**src/rtl/mult16_shift_add.sv**
```systemverilog
// Sequential unsigned WIDTHxWIDTH shift-add multiplier.
// Each CALC cycle drives the external adder (FA16b) and folds its Sum/Cout into the hi/lo shift pair.
module mult16_shift_add #(
  parameter int WIDTH = 16
) (
  input  logic               clk,
  input  logic               rst_n,
  input  logic               start,
  input  logic [WIDTH-1:0]   mcand,
  input  logic [WIDTH-1:0]   mplier,
  output logic               busy,
  output logic               done,
  output logic [2*WIDTH-1:0] product,
  output logic [WIDTH-1:0]   add_a,
  output logic [WIDTH-1:0]   add_b,
  output logic               add_cin,
  input  logic [WIDTH-1:0]   add_sum,
  input  logic               add_cout
);

  localparam int CW = (WIDTH > 1) ? $clog2(WIDTH) : 1;
  localparam logic [CW-1:0] LAST_STEP = CW'(WIDTH - 1);

  typedef enum logic [1:0] {
    S_IDLE = 2'd0,
    S_CALC = 2'd1,
    S_DONE = 2'd2
  } state_t;

  state_t             state_q, state_d;
  logic [WIDTH-1:0]   hi_q, hi_d;
  logic [WIDTH-1:0]   lo_q, lo_d;
  logic [WIDTH-1:0]   mc_q, mc_d;
  logic [CW-1:0]      count_q, count_d;
  logic [2*WIDTH-1:0] product_q, product_d;
  logic               busy_q, busy_d;
  logic               done_q, done_d;

  // Next-state, datapath step and adder-port drive
  always_comb begin
    state_d   = state_q;
    hi_d      = hi_q;
    lo_d      = lo_q;
    mc_d      = mc_q;
    count_d   = count_q;
    product_d = product_q;
    add_a     = '0;
    add_b     = '0;
    add_cin   = 1'b0;

    case (state_q)
      S_IDLE: begin
        if (start) begin
          mc_d    = mcand;
          lo_d    = mplier;
          hi_d    = '0;
          count_d = '0;
          state_d = S_CALC;
        end else begin
          state_d = S_IDLE;
        end
      end
      S_CALC: begin
        add_a = hi_q;
        if (lo_q[0]) begin
          add_b = mc_q;
        end else begin
          add_b = '0;
        end
        // add_cout becomes the new top bit of hi; it carries the overflow of hi+mc
        hi_d    = {add_cout, add_sum[WIDTH-1:1]};
        lo_d    = {add_sum[0], lo_q[WIDTH-1:1]};
        count_d = count_q + CW'(1);
        if (count_q == LAST_STEP) begin
          product_d = {add_cout, add_sum, lo_q[WIDTH-1:1]};
          state_d   = S_DONE;
        end else begin
          state_d = S_CALC;
        end
      end
      S_DONE: begin
        state_d = S_IDLE;
      end
      default: begin
        state_d = S_IDLE;
      end
    endcase

    busy_d = (state_d == S_CALC);
    done_d = (state_d == S_DONE);
  end

  // State and datapath registers
  always_ff @(posedge clk or negedge rst_n) begin
    if (!rst_n) begin
      state_q   <= S_IDLE;
      hi_q      <= '0;
      lo_q      <= '0;
      mc_q      <= '0;
      count_q   <= '0;
      product_q <= '0;
      busy_q    <= 1'b0;
      done_q    <= 1'b0;
    end else begin
      state_q   <= state_d;
      hi_q      <= hi_d;
      lo_q      <= lo_d;
      mc_q      <= mc_d;
      count_q   <= count_d;
      product_q <= product_d;
      busy_q    <= busy_d;
      done_q    <= done_d;
    end
  end

  assign busy    = busy_q;
  assign done    = done_q;
  assign product = product_q;

endmodule

```
**config.mk**
```make
export PLATFORM = sky130hd
export DESIGN_NAME = mult16_shift_add
export DESIGN_NICKNAME = d
export VERILOG_FILES = /design/src/rtl/mult16_shift_add.sv
export SDC_FILE = /design/constraint.sdc
export NUM_CORES = 1
export LEC_CHECK = 0
export BUFFER_PORTS_ARGS = -buffer_cell sky130_fd_sc_hd__buf_2
export CAP_MARGIN = 20
export CORE_UTILIZATION = 50
export CTS_CLUSTER_SIZE = 28
export DETAILED_ROUTE_END_ITERATION = 8
export HOLD_SLACK_MARGIN = 0.12
export PLACE_DENSITY = 0.77
export SLEW_MARGIN = 0
export SYNTH_ARGS = -nofsm -noshare
export SYNTH_HDL_FRONTEND = slang
export SYNTH_SLANG_ARGS = --single-unit
```
**constraint.sdc**
```tcl
create_clock -name clk -period 4.9 [get_ports clk]
set_clock_uncertainty 0.15 [all_clocks]
set_input_delay 0.98 -clock clk [delete_from_list [all_inputs] [get_ports clk]]
set_output_delay 0.98 -clock clk [all_outputs]
set_load 0.03 [all_outputs]
```
==> metrics.md, run 1 <==
| Metric | Value |
|---|---|
| Starting DRT DRC Count | `139` |
| Slowest-stage cell, CP | `dfrtp_1` |
| Initial Utilization | `51.9%` |
| Routed Antenna Nets | `0` |
| Async SR Flop Fraction | `100%` |
| Post-synth cell types | `28` |
| Worst Hold Slack | `0.335 ns` |
| Outcome | `complete, no violations` |
| Register area share after synthesis | `58.5%` |
| WS Path Type | `reg -> out` |
| Placed Cells | `488` |
| Worst slew pin tran | `0.939 ns` |
| Unrepaired setup endpoints after global routing | `false` |
| Fin. Hold Viols | `0` |
| Via Count | `2719` |
| Vias per inst | `5.38` |
| Crit path max-delay family | `simple AND/OR/NAND/NOR gates` |
| Hold EP | `product[12]$_DFFE_PN0P_` |
| Final setup vio count | `0` |
| Reg2Reg Setup Slack | `2.35 ns` |
| Grt peak-use layer | `met1` |
| Die height | `88.8 um` |
| Fillers | `608` |
| Diodes inserted | `0` |
| WP buf/inv | `2` |
| Number of flops mapped to enable cells by yosys | `0` |
| Max clock buf depth | `2` |
| Vias in the first global route | `2468` |
| PwrDens | `734 nW/um^2` |
| Final Util | `63.5%` |
| Max_cap viols | `0` |
| Main synth FF type | `dfrtp_1` |
| GP Congestion | `0.743` |
| Yosys warns | `0` |
| Cts repair resizes | `0` |
| Fin. max-slew vios | `0` |
| DRT Pass-1 Iters | `4` |
| # IOs | `119` |
| Congestion Overflow GR | `0` |
| Final cell count without fillers | `505` |
| CP max stage delay | `0.77 ns` |
| Nets@finish | `455` |
| TritonCTS clock tree | `yes` |
| Met3 track demand over resource | `7.46%` |
| Final worst slack | `1.19 ns` |
| Port bufs | `117` |
| Pre-CTS WS | `1.58 ns` |
| Clock sink count | `88` |
| Met2 usage | `28.9%` |
| Die W | `88.8 um` |
| Share of layout cells above drive strength 1 | `45.3%` |
| Period utilization | `75.6%` |
| Cells after Synth | `291` |
| Slew margin rel. | `37.3%` |
| Post-route setup TNS | `0 ns` |
| Dpl hpwl | `5140 um` |
| CP arrival | `2.58 ns` |
| Syn avg cell area | `12.9 sq um` |
| Max IR drop VDD | `0.425 mV` |
| CTS Hold Bufs | `0` |
| Crit. End Element | `output pin` |
| Critical-path cell list | `nor2b_4 > buf_4 > and2_1 > buf_2` |
| Reg2reg end | `lo_q[10]$_DFFE_PN0P_` |
| Mapped Nets | `344` |
| Critical Path Fanout Max | `38` |
| Largest net degree at the start of global routing | `89` |
| Multi-input logic area | `1450 sq um` |
| Core Area | `7250 sq um` |
| Die ar. | `7880 sq um` |
| Mean routed wirelength per cell | `15.4 um` |
| P&R area growth vs syn | `22.3%` |
| # rows | `31` |
| Reg area | `2200 sq um` |
| Worst hold stages | `1` |
| Overall routed net length | `7780 um` |
| FF-to-FF Start | `state_q[0]$_DFF_PN0_` |
| WP data required | `3.77 ns` |
| Critical path startpoint category | `flip-flop` |
| CTS root buffer | `clkbuf_8` |
| H-tree depth | `3` |
| Clock Pin Slew Worst Setup and Hold Paths | `0.08 ns` |
| CTS Buf Count | `9` |
| Detailed-route DRC error count | `0` |
| First-pass GRT wire length | `12200 um` |
| Min cycle time layout | `3.71 ns` |
| Skew-Pair Late Insertion Delay | `0.35 ns` |
| Hold/Removal Path Class | `reg -> reg` |
| P_leak | `0.00231 uW` |
| Grt met1 use | `30.5%` |
| Setup Fix Bufs, Post-CTS | `0` |
| #FFs+latches synth | `88` |
| Hold Startpoint | `product[12]$_DFFE_PN0P_` |
| Reg2Reg Depth | `5` |
| Global-route usage over all layers | `21.0%` |
| F_max | `0.270 GHz` |
| Post-Syn Area | `3770 sq um` |
| Antenna violations before repair | `0` |
-- report_power, final --
part	total [uW]	internal, uW	leakage (uW)	switching, uW
clock	487	247	0.0000925	241
combinational	1590	617	0.00114	969
sequential	1310	1060	0.00108	241
total	3380	1930	0.00231	1450
-- sequential cells by signal, indices dropped and copies added, names as in the netlist --
name / flops
hi_q: 16
mc_q: 16
busy: 1
done: 1
state_q: 2
product: 32
count_q: 4
lo_q: 16
-- cells by family after synthesis --
family,share of synthesized area [%]
DFF,58.5
buffers and inverters,3.39
AOI/OAI and AO/OA,11.9
adders and majority gates,0.332
other,0.0996
muxes,14.9
and+or+nand+nor,10.9
-- synthesized netlist by cell type, types with 3 or more instances --
master    instances  area [sq um]
dfrtp_1          88          2200
mux2_2           44           495
a22o_1           17           149
a21oi_1          16          80.1
a22oi_1          16           120
and2_1           16           100
and3_1           16           100
o21ai_0          16          80.1
nor2b_1          12          75.1
clkbuf_1         10          37.5
buf_2             6          30.0
and2b_1           5          37.5
mux2_1            5          56.3
buf_6             4          45.0
nor2_1            3          11.3
-- per-stage QoR --
step / total power (uW) / cell area, sq um
after floorplan: 2460 / 3770
after CTS: 3400 / 4570
after global placement: 2850 / 4380
final: 3380 / 4600
after detailed placement: 2910 / 4380
after global routing: 3600 / 4600
-- final cells by class --
cell class / count / area share [%]
flip-flops and latches: 88 / 47.8
multi-input cells: 181 / 31.4
repair buffers: 122 / 14.0
clock buffers: 12 / 3.15
well taps: 99 / 2.69
clock inverters: 3 / 0.924
-- how the worst max path moves through the flow --
stage | startpoint | end | slack (ns) | cells after the start
CTS | state_q[0]$_DFF_PN0_ | add_a[0] | 1.18 | 4
global route | state_q[0]$_DFF_PN0_ | add_a[5] | 1.0 | 4
global placement | state_q[0]$_DFF_PN0_ | add_a[4] | 1.66 | 4
floorplan | state_q[1]$_DFF_PN0_ | add_a[10] | 2.41 | 4
detailed placement | state_q[0]$_DFF_PN0_ | add_a[0] | 1.58 | 4
finish | state_q[0]$_DFF_PN0_ | add_a[5] | 1.19 | 4
-- layout by cell type, fill, tap and decap left out, types with 2 or more instances in the layout --
cell,count
o21ai_0,16
nor2_1,3
mux2_2,44
a21oi_1,16
o21ai_1,2
nor3b_1,2
and3_1,16
dfrtp_1,88
mux2_1,5
and2b_1,5
a22oi_1,16
nor2b_1,12
a22o_1,17
buf_2,116
nor3b_4,2
and2_1,16
clkbuf_8,10
clkbuf_1,2
buf_4,5
-- metal layers --
layer  wire, um  up-vias
li1           -     1265
met1       3600     1344
met2       3570      106
met3        554        4
met4         59        0
met5          0        -
-- worst register-to-register path: cells and delay by family (launching register included) --
| family | cells | cell delay, ns |
|---|---|---|
| DFF | 1 | 0.77 |
| and+or+nand+nor | 1 | 0.77 |
| buffers and inverters | 2 | 0.57 |
| AOI/OAI and AO/OA | 2 | 0.22 |
Power figures use the tool's default switching activity.
==> run 2: changes to the inputs <==
Settings changed: CORE_UTILIZATION 50 to 46, PLACE_DENSITY 0.77 to 0.74.
Clock period 4.9 ns to 3.4 ns, I/O delays scaled along.
==> metrics.md, run 2 (same netlist as run 1, synthesis figures left out) <==
| Metric | Value |
|---|---|
| Diodes inserted | `0` |
| TritonCTS clock tree | `yes` |
| Via Count | `2689` |
| Detailed-route DRC error count | `0` |
| Starting DRT DRC Count | `136` |
| DRT Pass-1 Iters | `4` |
| Pre-CTS WS | `0.969 ns` |
| Overall routed net length | `7810 um` |
| Most frequent cells in the layout | `116 x buf_2, 88 x dfrtp_1, 44 x mux2_2` |
| Die height | `92.5 um` |
| H-tree depth | `3` |
| Final worst slack | `0.833 ns` |
| Vias per inst | `5.24` |
| Crit. End Element | `output pin` |
| Reg2Reg Setup Slack | `1.17 ns` |
| Post-route setup TNS | `0 ns` |
| Period utilization | `75.5%` |
| # rows | `32` |
| Min cycle time layout | `2.57 ns` |
| CP arrival | `1.74 ns` |
| Nets@finish | `459` |
| Mean routed wirelength per cell | `15.2 um` |
| Slowest-stage cell, CP | `dfrtp_1` |
| PwrDens | `1060 nW/um^2` |
| Routed Antenna Nets | `0` |
| Die W | `92.5 um` |
| Critical-path cell list | `nor2b_4 > buf_4 > and3_1 > buf_2` |
| Max IR drop VDD | `0.554 mV` |
| # IOs | `119` |
| Dpl hpwl | `5180 um` |
| Clock Pin Slew Worst Setup and Hold Paths | `0.08 ns` |
| Share of layout cells above drive strength 1 | `45.5%` |
| Initial Utilization | `48.2%` |
| Commonest non-fill, non-tap cell in the layout | `buf_2` |
| Max clock buf depth | `2` |
| Reg2Reg Depth | `5` |
| Critical path startpoint category | `flip-flop` |
| F_max | `0.390 GHz` |
| Reg2reg end | `product[13]$_DFFE_PN0P_` |
| GP Congestion | `0.763` |
| Largest net degree at the start of global routing | `89` |
| Antenna violations before repair | `0` |
| Global-route usage over all layers | `19.2%` |
| Fin. Hold Viols | `0` |
| Skew-Pair Late Insertion Delay | `0.33 ns` |
| Outcome | `complete, no violations` |
| Unrepaired setup endpoints after global routing | `false` |
| Die ar. | `8550 sq um` |
| Final setup vio count | `0` |
| Core Area | `7810 sq um` |
| Vias in the first global route | `2648` |
| Congestion Overflow GR | `0` |
| FF-to-FF Start | `count_q[0]$_DFFE_PN0P_` |
| P&R area growth vs syn | `23.9%` |
| Dpl cell area | `4420 sq um` |
| Slew margin rel. | `39.6%` |
| Worst hold stages | `1` |
| Max_cap viols | `0` |
| Setup Fix Bufs, Post-CTS | `0` |
| CTS root buffer | `clkbuf_8` |
| Port bufs | `117` |
| Hold Startpoint | `product[11]$_DFFE_PN0P_` |
| Worst Hold Slack | `0.336 ns` |
| Fin area | `4670 sq um` |
| WS Path Type | `reg -> out` |
| CP max stage delay | `0.41 ns` |
| Fillers | `701` |
| Critical Path Fanout Max | `28` |
| Hold EP | `product[11]$_DFFE_PN0P_` |
| Hold/Removal Path Class | `reg -> reg` |
| Fin. max-slew vios | `0` |
| P_leak | `0.00235 uW` |
| Worst slew pin tran | `0.905 ns` |
| First-pass GRT wire length | `12900 um` |
| Number of flip-flops under the largest register name | `32` |
| WP data required | `2.57 ns` |
| CTS Buf Count | `9` |
| Clock sink count | `88` |
## run 2: cell types whose count changed in the layout (fill, tap and decap cells not counted)
cell	previous run	this run
clkinvlp_4	1	0
dlygate4sd3_1	0	1
buf_4	5	8
clkbuf_1	2	3
bufinv_16	1	2
## run 2: worst max-delay path by stage
stage,startpoint,to,slack [ns],cells past startpoint
3_5_place_dp,start,mc_q[15]$_DFFE_PN0P_,0.97,3
6_report,state_q[1]$_DFF_PN0_,add_b[2],0.83,4
3_3_place_gp,start,mc_q[5]$_DFFE_PN0P_,0.95,3
4_1_cts,state_q[1]$_DFF_PN0_,add_b[0],0.81,4
5_1_grt,state_q[1]$_DFF_PN0_,add_b[12],0.71,4
2_1_floorplan,state_q[1]$_DFF_PN0_,add_a[10],1.21,4
## run 2: metrics by stage
step	total power [uW]	utilization, %	std cells
final	4960	59.8	513
after global routing	5280	59.8	513
after CTS	5010	59.3	511
after detailed placement	4210	56.6	495
after global placement	4150	56.6	495
after floorplan	3540	-	291
## run 2: cell type report
| cell class | count | area [sq um] | area share, % |
|---|---|---|---|
| Sequential cell | 88 | 2200 | 47.2 |
| Multi-Input combinational cell | 181 | 1450 | 31.0 |
| Timing Repair Buffer | 126 | 678 | 14.5 |
| Tap cell | 102 | 128 | 2.73 |
| Clock inverter | 3 | 65.1 | 1.39 |
| Clock buffer | 13 | 149 | 3.19 |
## run 2: per-layer routing
layer	vias to the layer above	wire length, um	global-route usage, %
met2	97	3590	29.8
met4	0	63	6.64
met5	-	0	0
met1	1314	3670	26.9
met3	4	479	4.02
li1	1274	-	-
## run 2: worst max-delay path: cells and delay by family, from the launching register on
kind	cells	cell delay, ns
buf+inv	2	0.52
flops	1	0.41
simple gates	2	0.47
## run 2: repair_timing
action                                 in CTS  in global routing
hold buffers                                0                  1
endpoints found under the hold margin       0                  9
resized for setup                           0                  0
setup endpoints to repair                   0                  0
## run 2: power by group
group	internal [uW]	switching, uW
clock network	435	345
registers	1530	299
logic	908	1440
